==> config.mk <==
export PLATFORM = sky130hd
export DESIGN_NAME = capture_sequencer
export DESIGN_NICKNAME = d
export VERILOG_FILES = /design/src/rtl/capture_pkg.sv /design/src/rtl/frame_edge_detect.sv /design/src/rtl/capture_sequencer.sv
export SDC_FILE = /design/constraint.sdc
export NUM_CORES = 1
export LEC_CHECK = 0
export CELL_PAD_IN_SITES_DETAIL_PLACEMENT = 0
export CELL_PAD_IN_SITES_GLOBAL_PLACEMENT = 1
export CORE_ASPECT_RATIO = 1.25
export CORE_MARGIN = 3
export CORE_UTILIZATION = 35
export DETAILED_ROUTE_END_ITERATION = 10
export PLACE_DENSITY = 0.74
export SYNTH_ARGS = -nofsm -noshare
export SYNTH_HDL_FRONTEND = slang
export SYNTH_SLANG_ARGS = --single-unit
==> constraint.sdc <==
create_clock -name clk -period 1.5 [get_ports clk]
set_input_delay 0.45 -clock clk [delete_from_list [all_inputs] [get_ports clk]]
set_output_delay 0.45 -clock clk [all_outputs]
set_load 0.005 [all_outputs]
==> src/rtl/capture_pkg.sv <==
// Shared definitions for the capture / Sobel datapath: state encodings,
// frame geometry and the default Sobel watchdog budget.
package capture_pkg;

  localparam int unsigned FRAME_PIXELS_DEFAULT   = 307200;  // 640x480
  localparam int unsigned FRAME_LAST_ADDR        = FRAME_PIXELS_DEFAULT - 1;
  localparam int unsigned TIMEOUT_CYCLES_DEFAULT = 1048576;

  localparam int unsigned ADDR_W = 19;
  localparam int unsigned WD_W   = 20;

  typedef logic [2:0] state_t;

  localparam state_t ST_IDLE    = 3'd0;
  localparam state_t ST_ARM     = 3'd1;
  localparam state_t ST_CAPTURE = 3'd2;
  localparam state_t ST_FILTER  = 3'd3;
  localparam state_t ST_DONE    = 3'd4;

endpackage

==> src/rtl/frame_edge_detect.sv <==
// Button rising-edge and end-of-frame detection for the capture sequencer.
// eof fires once, on the first cycle the camera address reaches the last pixel.
module frame_edge_detect
  import capture_pkg::*;
#(
  parameter int unsigned FRAME_PIXELS = FRAME_PIXELS_DEFAULT
) (
  input  logic              clk,
  input  logic              reset,
  input  logic              snap_req,
  input  logic [ADDR_W-1:0] capture_addr,
  output logic              snap_rise,
  output logic              eof
);

  localparam logic [ADDR_W-1:0] LastAddr = ADDR_W'(FRAME_PIXELS - 1);

  logic              snap_req_q;
  logic [ADDR_W-1:0] prev_addr_q;

  // Delay the button level and the camera address by one cycle.
  always_ff @(posedge clk) begin
    if (reset) begin
      snap_req_q  <= 1'b0;
      prev_addr_q <= '0;
    end else begin
      snap_req_q  <= snap_req;
      prev_addr_q <= capture_addr;
    end
  end

  assign snap_rise = snap_req & ~snap_req_q;
  // A held last address must not retrigger, so qualify with the previous address.
  assign eof       = (capture_addr == LastAddr) && (prev_addr_q != LastAddr);

endmodule

==> src/rtl/capture_sequencer.sv <==
// Snapshot sequencer: waits for a frame boundary, gates one full frame into the
// static BRAM, kicks off a Sobel pass and supervises it with a watchdog.
module capture_sequencer
  import capture_pkg::*;
#(
  parameter int unsigned FRAME_PIXELS   = FRAME_PIXELS_DEFAULT,
  parameter int unsigned TIMEOUT_CYCLES = TIMEOUT_CYCLES_DEFAULT
) (
  input  logic              clk,
  input  logic              reset,
  input  logic              snap_req,
  input  logic              continuous,
  input  logic [ADDR_W-1:0] capture_addr,
  input  logic              sobel_done,
  output logic              static_we,
  output logic              sobel_start,
  output logic              busy,
  output logic [2:0]        state_dbg,
  output logic              error,
  output logic [7:0]        frame_count
);

  localparam logic [WD_W-1:0] WdLast = WD_W'(TIMEOUT_CYCLES - 1);

  state_t          state_q, state_d;
  logic            static_we_q, sobel_start_q, error_q;
  logic [WD_W-1:0] wd_q;
  logic [7:0]      frame_count_q;
  logic            snap_rise, eof, timeout;

  frame_edge_detect #(
    .FRAME_PIXELS (FRAME_PIXELS)
  ) u_edge (
    .clk          (clk),
    .reset        (reset),
    .snap_req     (snap_req),
    .capture_addr (capture_addr),
    .snap_rise    (snap_rise),
    .eof          (eof)
  );

  // Next-state logic; sobel_done takes priority over a simultaneous timeout.
  always_comb begin
    state_d = state_q;
    timeout = 1'b0;
    case (state_q)
      ST_IDLE:    if (snap_rise || continuous) state_d = ST_ARM;
      ST_ARM:     if (eof) state_d = ST_CAPTURE;
      ST_CAPTURE: if (eof) state_d = ST_FILTER;
      ST_FILTER: begin
        if (sobel_done) begin
          state_d = ST_DONE;
        end else if (wd_q == WdLast) begin
          state_d = ST_IDLE;
          timeout = 1'b1;
        end
      end
      ST_DONE:    state_d = continuous ? ST_ARM : ST_IDLE;
      default:    state_d = ST_IDLE;
    endcase
  end

  // State, registered outputs, watchdog and pass counter.
  always_ff @(posedge clk) begin
    if (reset) begin
      state_q       <= ST_IDLE;
      static_we_q   <= 1'b0;
      sobel_start_q <= 1'b0;
      error_q       <= 1'b0;
      wd_q          <= '0;
      frame_count_q <= '0;
    end else begin
      state_q       <= state_d;
      static_we_q   <= (state_d == ST_CAPTURE);
      sobel_start_q <= (state_q == ST_CAPTURE) && (state_d == ST_FILTER);
      // Zero outside FILTER so the first FILTER cycle sees 0.
      wd_q          <= (state_q == ST_FILTER) ? wd_q + 1'b1 : '0;
      if (timeout) begin
        error_q <= 1'b1;
      end else if ((state_q == ST_IDLE) && (state_d == ST_ARM)) begin
        error_q <= 1'b0;
      end
      if (state_q == ST_DONE) frame_count_q <= frame_count_q + 8'd1;
    end
  end

  assign static_we   = static_we_q;
  assign sobel_start = sobel_start_q;
  assign busy        = (state_q != ST_IDLE);
  assign state_dbg   = state_q;
  assign error       = error_q;
  assign frame_count = frame_count_q;

endmodule

## Yosys cells after proc, flatten, opt, wreduce, memory -nomap -nowiden

Index checks and enable logic that the tools add are counted.

| word-level totals | value |
|---|---|
| input port bits | 24 |
| word-level logic and storage cells | 43 |
| register bits | 54 |
| output and inout bits | 15 |

| operators by class | value |
|---|---|
| bitwise operators | 3 |
| add/subtract/negate cells | 2 |
| equal/unequal tests | 10 |
| reduce and logical (&&, ||, !) cells | 8 |
| muxes and demuxes | 12 |

Operator list:

| cell | count |
|---|---|
| adder 20 x 1 -> 20 bit, second input constant | 1 |
| equality test 20 bit, second input constant | 1 |
| equality test 19 bit, second input constant | 1 |
| != test 19 bit, second input constant | 1 |
| two-way mux 3 bit | 5 |
| one-hot mux 3 bit (5 select lines) | 1 |
| equality test 3 x 2 -> 1 bit, second input constant | 4 |
| adder 8 x 1 -> 8 bit, second input constant | 1 |
| equality test 3 x 1 -> 1 bit, second input constant | 2 |
| two-way mux 1 bit | 6 |
| equality test 3 bit, second input constant | 1 |
| logical AND 1 bit | 3 |
| logical NOT 3 bit | 1 |
| nonzero test 3 bit | 1 |
| inverter 1 bit | 2 |
| nonzero test 2 bit | 1 |
| OR reduction 2 bit | 1 |
| bitwise AND 1 bit | 1 |
| logical OR 1 bit | 1 |

## Longest topological paths before layout

| logic depth | value |
|---|---|
| depth in word-level cells | 9 |
| mapped depth | 6 |
| depth with buffers taken out | 6 |

## Cells and area by module

Synthesis repeated with hierarchy kept, for this count alone.

| second synthesis, totals | value |
|---|---|
| cell total of the unflattened synthesis | 224 |
| area, all modules | 2130.8 µm² |

Modules (own cells, without submodules):

| module | area each (µm²) | instances | cells each | sequential area each (µm²) |
|---|---|---|---|---|
| capture_sequencer | 1498.9 | 1 | 168 | 680.7 |
| frame_edge_detect | 631.9 | 1 | 56 | 400.4 |

## Least setup slack after synthesis

Ideal clock, no wire load.

| path | value |
|---|---|
| path type | flip-flop to flip-flop |
| from | register state_q[0], in the netlist state_dbg[0] |
| to | register frame_count_q[5], in the netlist frame_count[5] |
| library setup time | 128 ps |
| cell stages (with the launch flop) | 7 |
| buffers on the path | 1 |
| data required time | 1372 ps |
| period minus slack after synthesis | 1428 ps |
| arrival time | 1300 ps |
| setup slack | 72 ps |
| cell sequence | dfxtp_1 -> buf_2 -> nor3b_4 -> and4_1 -> nand3_1 -> xor2_1 -> nor2_1 |

| on the way | value |
|---|---|
| word-level cells in the longest chain between the ends | 1 |

Ends and longest elaborated chain:

| what | RTL line | source |
|---|---|---|
| start: declaration | capture_sequencer.sv:25 | `state_t state_q, state_d;` |
| start signal: assignment | capture_sequencer.sv:73 | `state_q <= state_d;` |
| equality test 3 bit | capture_sequencer.sv:83 | `if (state_q == ST_DONE) frame_count_q <= frame_count_q + 8'd1;` |
| end signal: assignment | capture_sequencer.sv:83 |  |
| end: declaration | capture_sequencer.sv:28 | `logic [7:0] frame_count_q;` |

No other way between the ends.
A chain may end at the register's enable or synchronous reset.

## Final worst setup path

| path | value |
|---|---|
| from | register state_q[1], in the netlist state_dbg[1] |
| to | output port busy |

| on the way | value |
|---|---|
| word-level cells in the longest chain between the ends | 1 |

Ends and longest elaborated chain:

| what | RTL line | source |
|---|---|---|
| nonzero test 3 bit | capture_sequencer.sv:89 | `assign busy = (state_q != ST_IDLE);` |
| end: declaration | capture_sequencer.sv:17 | `output logic busy,` |

No other way between the ends.

==> Flow_metrics.wiki <==
{| class="wikitable"
! Metric !! Value
|-
| Design Power || 0.00261 W
|-
| Launch point of the worst reg-to-reg path || wd_q[4]$_SDFF_PP0_
|-
| Met1 global-route usage || 16.1%
|-
| Reg2reg setup slack || 60 ps
|-
| Kind of path behind the tightest hold check || in2reg
|-
| Routability congestion estimate || 0.739
|-
| Half-perimeter wire length after placement || 3100 microns
|-
| Total gr overflow || 0
|-
| Cell count of the worst hold path || 2
|-
| Cell taking the most area after synthesis || dfxtp_1
|-
| Die Span Y || 92.9 microns
|-
| DIE AREA || 7010 sq um
|-
| Worst IR drop on VDD || 0.417 mV
|-
| Worst Tran Pin Value || 273 ps
|-
| Final critical-path setup slack || -90.5 ps
|-
| Cell count after synthesis || 222
|-
| Area share of the leading cell type in the synthesized netlist || 51.2%
|-
| Net count of the mapped netlist || 248
|-
| Setup TNS || -90.5 ps
|-
| Kind of critical path || reg2out
|-
| Number of global-route vias before repair || 1,627
|-
| Area after DPL || 2710 sq um
|-
| Cell Count Post-Placement || 339
|-
| Dominant synthesized flop cell || dfxtp_1
|-
| Clk buf depth || 2
|-
| Number of buffers added on ports || 38
|-
| Fill cell total of the finished layout || 565
|-
| Number of antenna violations at the first check in global routing || 0
|-
| Total vias in the final route || 1,669
|-
| Kind of cell adding the most delay to the critical path || simple AND/OR/NAND/NOR gates
|-
| Post-layout util || 50.5%
|-
| Endpoint arrival time on the critical path || 1140 ps
|-
| Outcome || finished, violations left
|-
| Setup violators final || 1
|-
| Setup repair after global routing missed its margin || yes
|-
| Critical path launch point type || register
|-
| Number of design-rule violations left by the first detailed-router iteration || 38
|-
| CP max-delay cell || or3_4
|-
| Hold-fix buffer count after cts || 0
|-
| Chip Width || 75.5 microns
|-
| Pin count of the biggest net entering global routing || 22
|-
| Largest clock skew in the final design || 10.9 ps
|-
| Violated checks || negative setup slack
|-
| Max FO, Critical Path || 2
|-
| Post-synthesis sequential element count || 54
|-
| Worst-case hold path end point || u_edge.prev_addr_q[14]$_SDFF_PP0_
|-
| WL final || 4360 microns
|-
| Endpoints failing hold || 0
|-
| Clk sinks || 54
|-
| Startpoint of the most critical hold path || capture_addr[14]
|-
| Final critical-path share of the clock period || 106%
|-
| Cell types with the largest area share after synthesis || dfxtp_1 51%, xor2_1 6.6%, nor2_1 6.4%
|-
| Area of the placeable core || 5820 sq um
|-
| I/O pin count || 39
|-
| Relative area change from synthesis to final layout || 39.2%
|-
| Initial core utilization || 36.3%
|-
| Total global-route track usage || 13.4%
|-
| Synthesized area || 2110 sq um
|-
| Number of antenna cells inserted || 0
|-
| Count of buffer and inverter cells on the critical path || 1
|-
| Endpoint of the worst register-to-register path || wd_q[13]$_SDFF_PP0_
|-
| Met2 Use GR || 22.2%
|-
| Critical Path, Cell by Cell || or3_4 > buf_6
|-
| Worst EP required || 1050 ps
|-
| Max_slew headroom || 81.7%
|-
| Final design instance area without fill || 2940 sq um
|-
| Max-capacitance violation count || 0
|-
| H-tree depth || 2
|-
| Remaining antenna violation count || 0
|-
| Most heavily used metal layer in global routing || met2
|-
| Routed via count divided by cell count || 4.73
|-
| Seq/Total Area, Yosys || 51.2%
|-
| Insertion delay of the later-clocked pin in the worst-skew pair || 300 ps
|-
| Count of synthesis-stage warnings from yosys || 0
|-
| Wire length of the first global-routing pass || 7310 microns
|-
| Number of enable-type register cells in the synthesized netlist || 0
|-
| Clock transition at the registers of the reported paths || 100 ps
|-
| Static Leakage || 1.19 nW
|-
| Fin nets || 312
|-
| Peak clock frequency supported by timing || 629 MHz
|-
| Pre-antenna DRT Iters || 4
|-
| Max-slew violation count || 0
|-
| Clock Root Buffer || clkbuf_8
|-
| Clock tree from TritonCTS || done
|-
| Slowest Stage Delay on Critical Path || 370 ps
|-
| Distinct cell type count of the synthesized netlist || 36
|-
| Number of buffers created by CTS || 5
|-
| Fin crit period || 1590 ps
|-
| Critical Path Sink Type || primary output
|-
| Routed WL per cell || 12.3 microns
|-
| Fraction of layout cells with a size suffix above 1 || 23.3%
|-
| DRC Markers || 0
|-
| Post-synthesis area per instance || 9.51 sq um
|-
| GR Util met3 || 3.47%
|-
| Power density over cell area || 888 nW/um^2
|-
| Post-Layout Cell Count || 353
|-
| Fraction of registers with async set/reset || 0%
|-
| Commonest cells in the synthesized netlist || 54 x dfxtp_1, 36 x nor2_1, 21 x nor2b_1, 16 x xor2_1
|-
| Number of cells on the worst reg-to-reg path || 5
|-
| Most frequent cell after synthesis || dfxtp_1
|-
| Number of standard-cell rows in the floorplan || 31
|}
==> per-layer routing <==
metal	up-vias	share of wire, %	wire length (microns)
met2	27	49	2110
met5	-	0	0
li1	882	-	-
met4	0	1.5	66
met3	4	4.4	192
met1	756	46	1980
==> cell usage in the layout (no fill, tap or decap), types with 9 or more instances in the layout <==
cell type	count
buf_4	23
dfxtp_1	38
nand2_1	9
nand4_1	12
xor2_1	16
nor2b_1	21
nand3_1	11
dlygate4sd2_1	11
clkdlybuf4s50_1	19
dfxtp_2	16
nor2_1	36
==> area by class of cell <==
class	instances	area, sq um	area share [%]
Clock inverter	3	43.8	1.49
Inverter	4	15.0	0.511
Multi-Input combinational cell	157	1040	35.4
Timing Repair Buffer	64	588	20.0
Clock buffer	5	68.8	2.34
Tap cell	66	82.6	2.81
Sequential cell	54	1100	37.4
==> state kept, by name, summed over array words and instances (netlist names) <==
register and flops:
wd_q 20, u_edge.prev_addr_q 19, frame_count 8, state_dbg 3, error 1, sobel_start 1, static_we 1, u_edge.snap_req_q 1
==> how the worst max path moves through the flow <==
| stage | depth (start not counted) | startpoint | endpoint | slack, ps |
|---|---|---|---|---|
| final | 2 | state_dbg[1]$_SDFF_PP0_ | busy | -90 |
| after global routing | 2 | state_dbg[2]$_SDFF_PP0_ | busy | -130 |
| after CTS | 2 | state_dbg[1]$_SDFF_PP0_ | busy | -110 |
| after detailed placement | 6 | capture_addr[14] | state_dbg[0]$_SDFF_PP0_ | -360 |
| after global placement | 6 | capture_addr[14] | state_dbg[0]$_SDFF_PP0_ | -350 |
| after floorplan | 6 | state_dbg[0]$_SDFF_PP0_ | frame_count[5]$_SDFFE_PP0N_ | 70 |
==> per-stage QoR <==
step	worst slack (ps)	hold slack, ps
6_report	-90.5	386
5_1_grt	-133	391
4_1_cts	-105	473
3_5_place_dp	-363	449
3_3_place_gp	-346	441
2_1_floorplan	72.2	429
==> timing repair <==
action                     4_1_cts  5_1_grt
pin swaps                        1        7
setup buffers                    3        3
setup endpoints to repair       16       11
gates resized for setup         34       19
==> kinds of logic after synthesis <==
group                    share of synthesized area, %
flip-flops                                       51.2
AO/OA/AOI/OAI                                    4.09
XOR/XNOR                                         8.71
buffers and inverters                            2.07
AND/OR/NAND/NOR                                  31.8
multiplexers                                    0.948
adder cells (fa/ha/maj)                          1.18
==> power by group <==
part | total [W] | switching [W] | leakage [nW] | internal [W]
logic | 0.000160 | 0.0000606 | 0.688 | 0.0000993
registers | 0.00147 | 0.0000106 | 0.448 | 0.00146
clock network | 0.000977 | 0.000476 | 0.0585 | 0.000501
Note: power is estimated with default switching activity, not from simulation.
